--- src/rtl/counter_pkg.sv ---
// Shared state encodings and default widths for the counter arbiter slice.
// Constants only: no logic, no latency, no backpressure.
package counter_pkg;
  localparam int NUM_REQ_DEF   = 4;
  localparam int LEN_WIDTH_DEF = 4;
  localparam int ID_WIDTH_DEF  = 2;

  typedef enum logic [3:0] {
    ST_IDLE = 4'b0001,
    ST_RUN  = 4'b0010,
    ST_DONE = 4'b0100,
    ST_ERR  = 4'b1000
  } state_t;
endpackage

--- src/rtl/counter_arbiter_if.sv ---
// Requester and counter signals of the counter arbiter, grouped into one bundle.
// The slave side is the arbiter; the master side drives requests and the counter overflow.
interface counter_arbiter_if
  import counter_pkg::*;
#(
  parameter int NUM_REQ   = NUM_REQ_DEF,
  parameter int LEN_WIDTH = LEN_WIDTH_DEF,
  parameter int ID_WIDTH  = ID_WIDTH_DEF
) ();
  logic [NUM_REQ-1:0]           req;
  logic [NUM_REQ-1:0]           req_up;
  logic [NUM_REQ*LEN_WIDTH-1:0] req_len;
  logic [NUM_REQ-1:0]           gnt;
  logic                         done;
  logic [ID_WIDTH-1:0]          done_id;
  logic                         err;
  logic [ID_WIDTH-1:0]          err_id;
  logic                         cnt_act;
  logic                         cnt_up_dwn_n;
  logic                         cnt_rst_n;
  logic                         cnt_ovflw;

  modport slave (
    input  req, req_up, req_len, cnt_ovflw,
    output gnt, done, done_id, err, err_id, cnt_act, cnt_up_dwn_n, cnt_rst_n
  );

  modport master (
    output req, req_up, req_len, cnt_ovflw,
    input  gnt, done, done_id, err, err_id, cnt_act, cnt_up_dwn_n, cnt_rst_n
  );
endinterface

--- src/rtl/rr_arbiter.sv ---
// Combinational round-robin pick: first set req bit at or after ptr, wrapping to 0.
// Zero latency; no backpressure (pure function of req and ptr).
module rr_arbiter #(
  parameter int NUM_REQ  = 4,
  parameter int ID_WIDTH = 2
) (
  input  logic [NUM_REQ-1:0]  req,
  input  logic [ID_WIDTH-1:0] ptr,
  output logic [ID_WIDTH-1:0] win,
  output logic                any
);
  always_comb begin
    win = '0;
    any = 1'b0;
    // Upper segment [ptr..NUM_REQ-1] first, then the wrapped segment [0..ptr-1].
    for (int j = 0; j < NUM_REQ; j++) begin
      if (!any && req[j] && (ID_WIDTH'(j) >= ptr)) begin
        any = 1'b1;
        win = ID_WIDTH'(j);
      end
    end
    for (int j = 0; j < NUM_REQ; j++) begin
      if (!any && req[j] && (ID_WIDTH'(j) < ptr)) begin
        any = 1'b1;
        win = ID_WIDTH'(j);
      end
    end
  end
endmodule

--- src/rtl/counter_arbiter.sv ---
// Round-robin sharing of one up/down counter; grants a burst of N act cycles, then done or err.
// Registered outputs, grant one cycle after selection; requesters wait while another burst runs.
module counter_arbiter
  import counter_pkg::*;
#(
  parameter int NUM_REQ   = NUM_REQ_DEF,
  parameter int LEN_WIDTH = LEN_WIDTH_DEF,
  parameter int ID_WIDTH  = ID_WIDTH_DEF
) (
  input logic               clk,
  input logic               rst,
  counter_arbiter_if.slave  bus
);
  state_t               state, state_nx;
  logic [ID_WIDTH-1:0]  ptr, ptr_nx, win_id, win_id_nx;
  logic [LEN_WIDTH-1:0] remaining, remaining_nx;
  logic [NUM_REQ-1:0]   gnt_q, gnt_nx;
  logic                 done_q, done_nx, err_q, err_nx;
  logic [ID_WIDTH-1:0]  done_id_q, done_id_nx, err_id_q, err_id_nx;
  logic                 act_q, act_nx, dir_q, dir_nx, rstn_q, rstn_nx;

  logic [ID_WIDTH-1:0]  sel;
  logic                 sel_any;
  logic [LEN_WIDTH-1:0] sel_len;
  logic                 sel_up;
  logic [NUM_REQ-1:0]   sel_oh;

  rr_arbiter #(.NUM_REQ(NUM_REQ), .ID_WIDTH(ID_WIDTH)) u_rr (
    .req (bus.req),
    .ptr (ptr),
    .win (sel),
    .any (sel_any)
  );

  always_comb begin
    sel_len = '0;
    sel_up  = 1'b0;
    sel_oh  = '0;
    for (int j = 0; j < NUM_REQ; j++) begin
      if (ID_WIDTH'(j) == sel) begin
        sel_len   = bus.req_len[j*LEN_WIDTH +: LEN_WIDTH];
        sel_up    = bus.req_up[j];
        sel_oh[j] = 1'b1;
      end
    end
  end

  always_comb begin
    state_nx     = state;
    ptr_nx       = ptr;
    win_id_nx    = win_id;
    remaining_nx = remaining;
    gnt_nx       = gnt_q;
    done_nx      = 1'b0;
    done_id_nx   = done_id_q;
    err_nx       = 1'b0;
    err_id_nx    = err_id_q;
    act_nx       = act_q;
    dir_nx       = dir_q;
    rstn_nx      = 1'b1;
    case (state)
      ST_IDLE: begin
        if (bus.cnt_ovflw) begin
          // Counter still locked from an earlier burst: clear it before granting anyone.
          state_nx  = ST_ERR;
          err_nx    = 1'b1;
          err_id_nx = win_id;
          rstn_nx   = 1'b0;
        end else if (sel_any) begin
          win_id_nx = sel;
          ptr_nx    = (sel == ID_WIDTH'(NUM_REQ - 1)) ? '0 : sel + 1'b1;
          gnt_nx    = sel_oh;
          if (sel_len != '0) begin
            act_nx       = 1'b1;
            dir_nx       = sel_up;
            remaining_nx = sel_len;
            state_nx     = ST_RUN;
          end else begin
            // Zero-length burst: the single grant cycle is also the completion cycle.
            state_nx   = ST_DONE;
            done_nx    = 1'b1;
            done_id_nx = sel;
          end
        end
      end
      ST_RUN: begin
        if (bus.cnt_ovflw) begin
          state_nx  = ST_ERR;
          gnt_nx    = '0;
          act_nx    = 1'b0;
          err_nx    = 1'b1;
          err_id_nx = win_id;
          rstn_nx   = 1'b0;
        end else if (remaining == LEN_WIDTH'(1)) begin
          state_nx   = ST_DONE;
          gnt_nx     = '0;
          act_nx     = 1'b0;
          done_nx    = 1'b1;
          done_id_nx = win_id;
        end else begin
          remaining_nx = remaining - 1'b1;
        end
      end
      ST_DONE: begin
        gnt_nx = '0;
        act_nx = 1'b0;
        if (bus.cnt_ovflw) begin
          state_nx  = ST_ERR;
          err_nx    = 1'b1;
          err_id_nx = win_id;
          rstn_nx   = 1'b0;
        end else begin
          state_nx = ST_IDLE;
        end
      end
      ST_ERR: begin
        state_nx = ST_IDLE;
      end
      default: begin
        state_nx = ST_IDLE;
        gnt_nx   = '0;
        act_nx   = 1'b0;
      end
    endcase
  end

  always_ff @(posedge clk or posedge rst) begin
    if (rst) begin
      state     <= ST_IDLE;
      ptr       <= '0;
      win_id    <= '0;
      remaining <= '0;
      gnt_q     <= '0;
      done_q    <= 1'b0;
      done_id_q <= '0;
      err_q     <= 1'b0;
      err_id_q  <= '0;
      act_q     <= 1'b0;
      dir_q     <= 1'b0;
      rstn_q    <= 1'b0;
    end else begin
      state     <= state_nx;
      ptr       <= ptr_nx;
      win_id    <= win_id_nx;
      remaining <= remaining_nx;
      gnt_q     <= gnt_nx;
      done_q    <= done_nx;
      done_id_q <= done_id_nx;
      err_q     <= err_nx;
      err_id_q  <= err_id_nx;
      act_q     <= act_nx;
      dir_q     <= dir_nx;
      rstn_q    <= rstn_nx;
    end
  end

  assign bus.gnt          = gnt_q;
  assign bus.done         = done_q;
  assign bus.done_id      = done_id_q;
  assign bus.err          = err_q;
  assign bus.err_id       = err_id_q;
  assign bus.cnt_act      = act_q;
  assign bus.cnt_up_dwn_n = dir_q;
  assign bus.cnt_rst_n    = rstn_q;
endmodule

--- src/flat_wrapper.sv ---
// flat-port wrapper written by rule: the top's interface ports become plain ports
module counter_arbiter_flat import counter_pkg::*;
#(
  parameter int NUM_REQ   = NUM_REQ_DEF,
  parameter int LEN_WIDTH = LEN_WIDTH_DEF,
  parameter int ID_WIDTH  = ID_WIDTH_DEF
)
  (clk, rst, bus_req, bus_req_up, bus_req_len, bus_cnt_ovflw, bus_gnt, bus_done, bus_done_id, bus_err, bus_err_id, bus_cnt_act, bus_cnt_up_dwn_n, bus_cnt_rst_n);
  counter_arbiter_if #(.NUM_REQ(NUM_REQ), .LEN_WIDTH(LEN_WIDTH), .ID_WIDTH(ID_WIDTH)) bus_i ();
  input logic clk;
  input logic rst;
  input wire logic [$bits(bus_i.req)-1:0] bus_req;
  input wire logic [$bits(bus_i.req_up)-1:0] bus_req_up;
  input wire logic [$bits(bus_i.req_len)-1:0] bus_req_len;
  input wire logic [$bits(bus_i.cnt_ovflw)-1:0] bus_cnt_ovflw;
  output wire logic [$bits(bus_i.gnt)-1:0] bus_gnt;
  output wire logic [$bits(bus_i.done)-1:0] bus_done;
  output wire logic [$bits(bus_i.done_id)-1:0] bus_done_id;
  output wire logic [$bits(bus_i.err)-1:0] bus_err;
  output wire logic [$bits(bus_i.err_id)-1:0] bus_err_id;
  output wire logic [$bits(bus_i.cnt_act)-1:0] bus_cnt_act;
  output wire logic [$bits(bus_i.cnt_up_dwn_n)-1:0] bus_cnt_up_dwn_n;
  output wire logic [$bits(bus_i.cnt_rst_n)-1:0] bus_cnt_rst_n;
  assign bus_i.req = bus_req;
  assign bus_i.req_up = bus_req_up;
  assign bus_i.req_len = bus_req_len;
  assign bus_i.cnt_ovflw = bus_cnt_ovflw;
  assign bus_gnt = bus_i.gnt;
  assign bus_done = bus_i.done;
  assign bus_done_id = bus_i.done_id;
  assign bus_err = bus_i.err;
  assign bus_err_id = bus_i.err_id;
  assign bus_cnt_act = bus_i.cnt_act;
  assign bus_cnt_up_dwn_n = bus_i.cnt_up_dwn_n;
  assign bus_cnt_rst_n = bus_i.cnt_rst_n;
  counter_arbiter #(.NUM_REQ(NUM_REQ), .LEN_WIDTH(LEN_WIDTH), .ID_WIDTH(ID_WIDTH)) u_core (.clk(clk), .rst(rst), .bus(bus_i));
endmodule
--- config.mk ---
export PLATFORM = sky130hd
export DESIGN_NAME = counter_arbiter_flat
export DESIGN_NICKNAME = d
export VERILOG_FILES = /design/src/rtl/counter_pkg.sv /design/src/rtl/counter_arbiter_if.sv /design/src/rtl/rr_arbiter.sv /design/src/rtl/counter_arbiter.sv /design/src/flat_wrapper.sv
export SDC_FILE = /design/constraint.sdc
export NUM_CORES = 1
export LEC_CHECK = 0
export ABC_AREA = 1
export CAP_MARGIN = 5
export CORE_ASPECT_RATIO = 1.4
export CORE_MARGIN = 4
export CORE_UTILIZATION = 52
export CTS_CLUSTER_DIAMETER = 30
export CTS_CLUSTER_SIZE = 14
export DETAILED_ROUTE_END_ITERATION = 16
export PLACE_DENSITY = 0.84
export SYNTH_ARGS = -nofsm -noshare
export SYNTH_HDL_FRONTEND = slang
export SYNTH_HIERARCHICAL = 1
export SYNTH_SLANG_ARGS = --single-unit
export TNS_END_PERCENT = 50
--- constraint.sdc ---
create_clock -name clk -period 3.9 [get_ports clk]
set_clock_uncertainty 0.05 [all_clocks]
set_input_delay 0.39 -clock clk [delete_from_list [all_inputs] [get_ports clk]]
set_output_delay 0.39 -clock clk [all_outputs]
set_load 0.02 [all_outputs]
==> run metrics <==
Yosys reg bits 25; Placer Congestion around 0.85; first-pass GRT wire length 6147 µm; Tcrit/Tclk final 0.6837; Detailed Place HPWL 2911 µm; Leakage 1.001 nW; share of layout cells above drive strength 1 0.09127; Die X 54.09 µm; most frequent cells after synthesis nand2_1, nand3_1, dfrtp_1; Max Clock Freq 375.0 MHz; Power Density 717.8 nW/µm²; Max-slew headroom 0.3938; Hold Crit Class reg2reg; Synthesized Nets 244; Reg power frac 0.300; Starting Density 0.5428; footprint of the multi-input gates 813.3 µm²; Reg clk slew, reported paths 90 ps; Placeable Area 2849 µm²; CTS tree built; Crit path largest cell delay 450 ps; CP max-delay cell clkdlybuf4s50_1; Gate power share 0.590; largest net degree at the start of global routing 26; Fillers 213; Netlist cell types 27; Tmin final 2667 ps; Synth Instances 211; Final Hold Viols 0; total grt overflow 0; area added between synthesis and finish 30.83%; Finished Cell Area a little over 2000 µm²; status finished, final reports clean; sequential share of the synthesized area 0.4053; max-cap violation count 0; WL/cell 12.29 µm; switching part of the total 0.4651; CTS max path bufs 2; Avg Inst Size Synth 7.329 µm²; Synth area leader dfrtp_1; P_int a little under 0.0008 W; Setup CP Type in2reg; DR DRC count 0; cts repair resizes 0; vias after detailed routing 1,466; latest clock arrival within the worst-skew pair 270 ps; most common cell in the netlist nand2_1; Total Nets Final approximately 290; routed wire length about 3600 µm; hold_ws 446.0 ps; Top FF cell, synth dfrtp_1; 1st-iter DRT viols 28; placed inst area 1974 µm²; Setup Fix Bufs, Post-CTS 0; vias per cell 5.073; WP data required 4020 ps; Worst setup EP type flop; initial antenna violation count 0; EDFF count, synth 0; ys async rst share 1.000; flop2flop setup slack between 1000 and 1500 ps; post-layout util 0.7101; synth top area cells dfrtp_1, nand2_1, nand3_1; vias in the first global route between 1,000 and 1,500; CTS hold repair buffers 0; unrepaired setup endpoints after global routing no; maximum vdd ir drop 378.1 µV; final non-filler cell total a little under 300; All-Layer GR Usage 0.2112; Detailed Routing Iterations Pass 1 4; Sink Count 25; total placed cells including tap cells roughly 290; Yosys warning count 6; crit path cell chain clkdlybuf4s50_1 -> nand2_1 -> nand2_2 -> nor2_4 -> nand2_2 -> o21ai_1 -> inv_1 -> ha_1 -> inv_1 -> nor2_1 -> nand2_1 -> nand2_1 -> nand2_1 -> nand2_1 -> nor2_2 -> nand3_1 -> nand3_1 -> nand2_1; Crit path arrival time roughly 2800 ps; standard-cell row count 23; Routed Antenna Nets 0; Max Slew Vio Count 0; Register Area 626.9 µm²; ant diodes 0; share of the synthesized area in the top cell type 0.3883; Die ar. 3923 µm²; CTS Root Cell clkbuf_8; Psw slightly below 0.0007 W; clock power share 0.110; CTS H-tree depth 1; # setup viols final 0; Crit Path Max Fanout 4; IO Count 40; Inserted Clock Buffers 3; CP Launch Type primary input; Port Buffers 39; Worst path most repeated cell nand2_1; worst slew pin tran 908.4 ps; setup TNS 0 ps; die extent in y around 73 µm; mapped cell area 1546 µm²
[power by group through the flow]
stage	Combinational (W)	Sequential, W	Clock [W]
finish	0.000856	0.000436	0.000160
global route	0.000971	0.000452	0.000170
CTS	0.000862	0.000437	0.000161
detailed placement	0.000857	0.000442	0
global placement	0.000841	0.000438	0
floorplan	0.000542	0.000494	0
[layer usage]
metal  wire length [µm]  share of wire  vias to the layer above  track usage
li1                   -              -                      757            -
met1               1409           0.40                      668       0.2398
met2               1961           0.55                       35       0.3827
met3                122          0.034                        6      0.02875
met4                 59          0.017                        0      0.08310
met5                  0              0                        -            0
[layout make-up]
class                   instances  share of cell area
repair buffers                 39              0.1929
multi-input cells             158              0.4020
flip-flops and latches         25              0.3098
clock inverters                 1            0.003711
inverters                      26             0.04824
well taps                      37             0.02288
clock buffers                   3             0.02041
[cell usage in the layout (no fill, tap or decap)]
master           synthesis  layout
o211ai_1                 1       1
nand4_1                  1       1
xnor2_1                  1       1
o21ai_1                  2       2
mux2i_1                  1       1
a21oi_2                  1       1
a21boi_1                 1       1
o21ai_0                 13      13
clkdlybuf4s50_1          0      39
nand2_4                  1       1
nor2_1                  18      18
clkinvlp_4               0       1
a21oi_1                  8       8
nand3_2                  2       2
xor2_1                   1       1
inv_1                   23      23
nor3_4                   1       1
nand3_1                 29      29
nand2_2                  6       6
o21a_1                   1       1
dfrtp_1                 24      24
clkbuf_8                 0       3
nor2_4                   2       2
inv_2                    3       3
ha_1                     6       6
nor2_2                   2       2
nand2_1                 60      60
dfstp_2                  1       1
[cells by family after synthesis]
kind of cell             after synthesis  synth area share
AO/OA/AOI/OAI                         27           0.09467
XOR/XNOR                               2           0.01133
adder cells (fa/ha/maj)                6           0.04854
buffers and inverters                 28           0.06876
flip-flops                            25            0.4053
multiplexers                           1          0.006473
AND/OR/NAND/NOR                      122            0.3649
[critical path, delay by kind of cell]
kind / cells / cell delay [ps]
fa+ha+maj: 1 / 260
simple gates: 13 / 1160
compound gates: 1 / 280
buf+inv: 3 / 680
[path summary, 6_finish.rpt]
kind	startpoint	to	cells after the start
max in group asynchronous	rst	u_core/state[2]	2
hold reg to reg	u_core/bus.err_id[0]	u_core/bus.err_id[0]	2
hold / removal	u_core/bus.err_id[0]	u_core/bus.err_id[0]	2
setup reg to reg	u_core/ptr[1]	u_core/bus.done_id[1]	18
min in group asynchronous	rst	u_core/state[3]	2
setup / recovery	bus_req[1]	u_core/bus.done_id[1]	18
[registers in the layout (all words and copies together) (netlist names)]
register                 cells
u_core/bus.gnt               4
u_core/remaining             4
u_core/state                 4
u_core/bus.done_id           2
u_core/bus.err_id            2
u_core/ptr                   2
u_core/win_id                2
u_core/bus.cnt_act           1
u_core/bus.cnt_rst_n         1
u_core/bus.cnt_up_dwn_n      1
u_core/bus.done              1
u_core/bus.err               1
[stage by stage]
step / setup slack [ps] / total power, W
3_3_place_gp: 1053 / 0.001278
4_1_cts: 1236 / 0.001460
2_1_floorplan: 1736 / 0.001037
6_report: 1233 / 0.001452
3_5_place_dp: 943.5 / 0.001299
5_1_grt: 949.5 / 0.001594
Note: power is estimated with default switching activity, not from simulation.
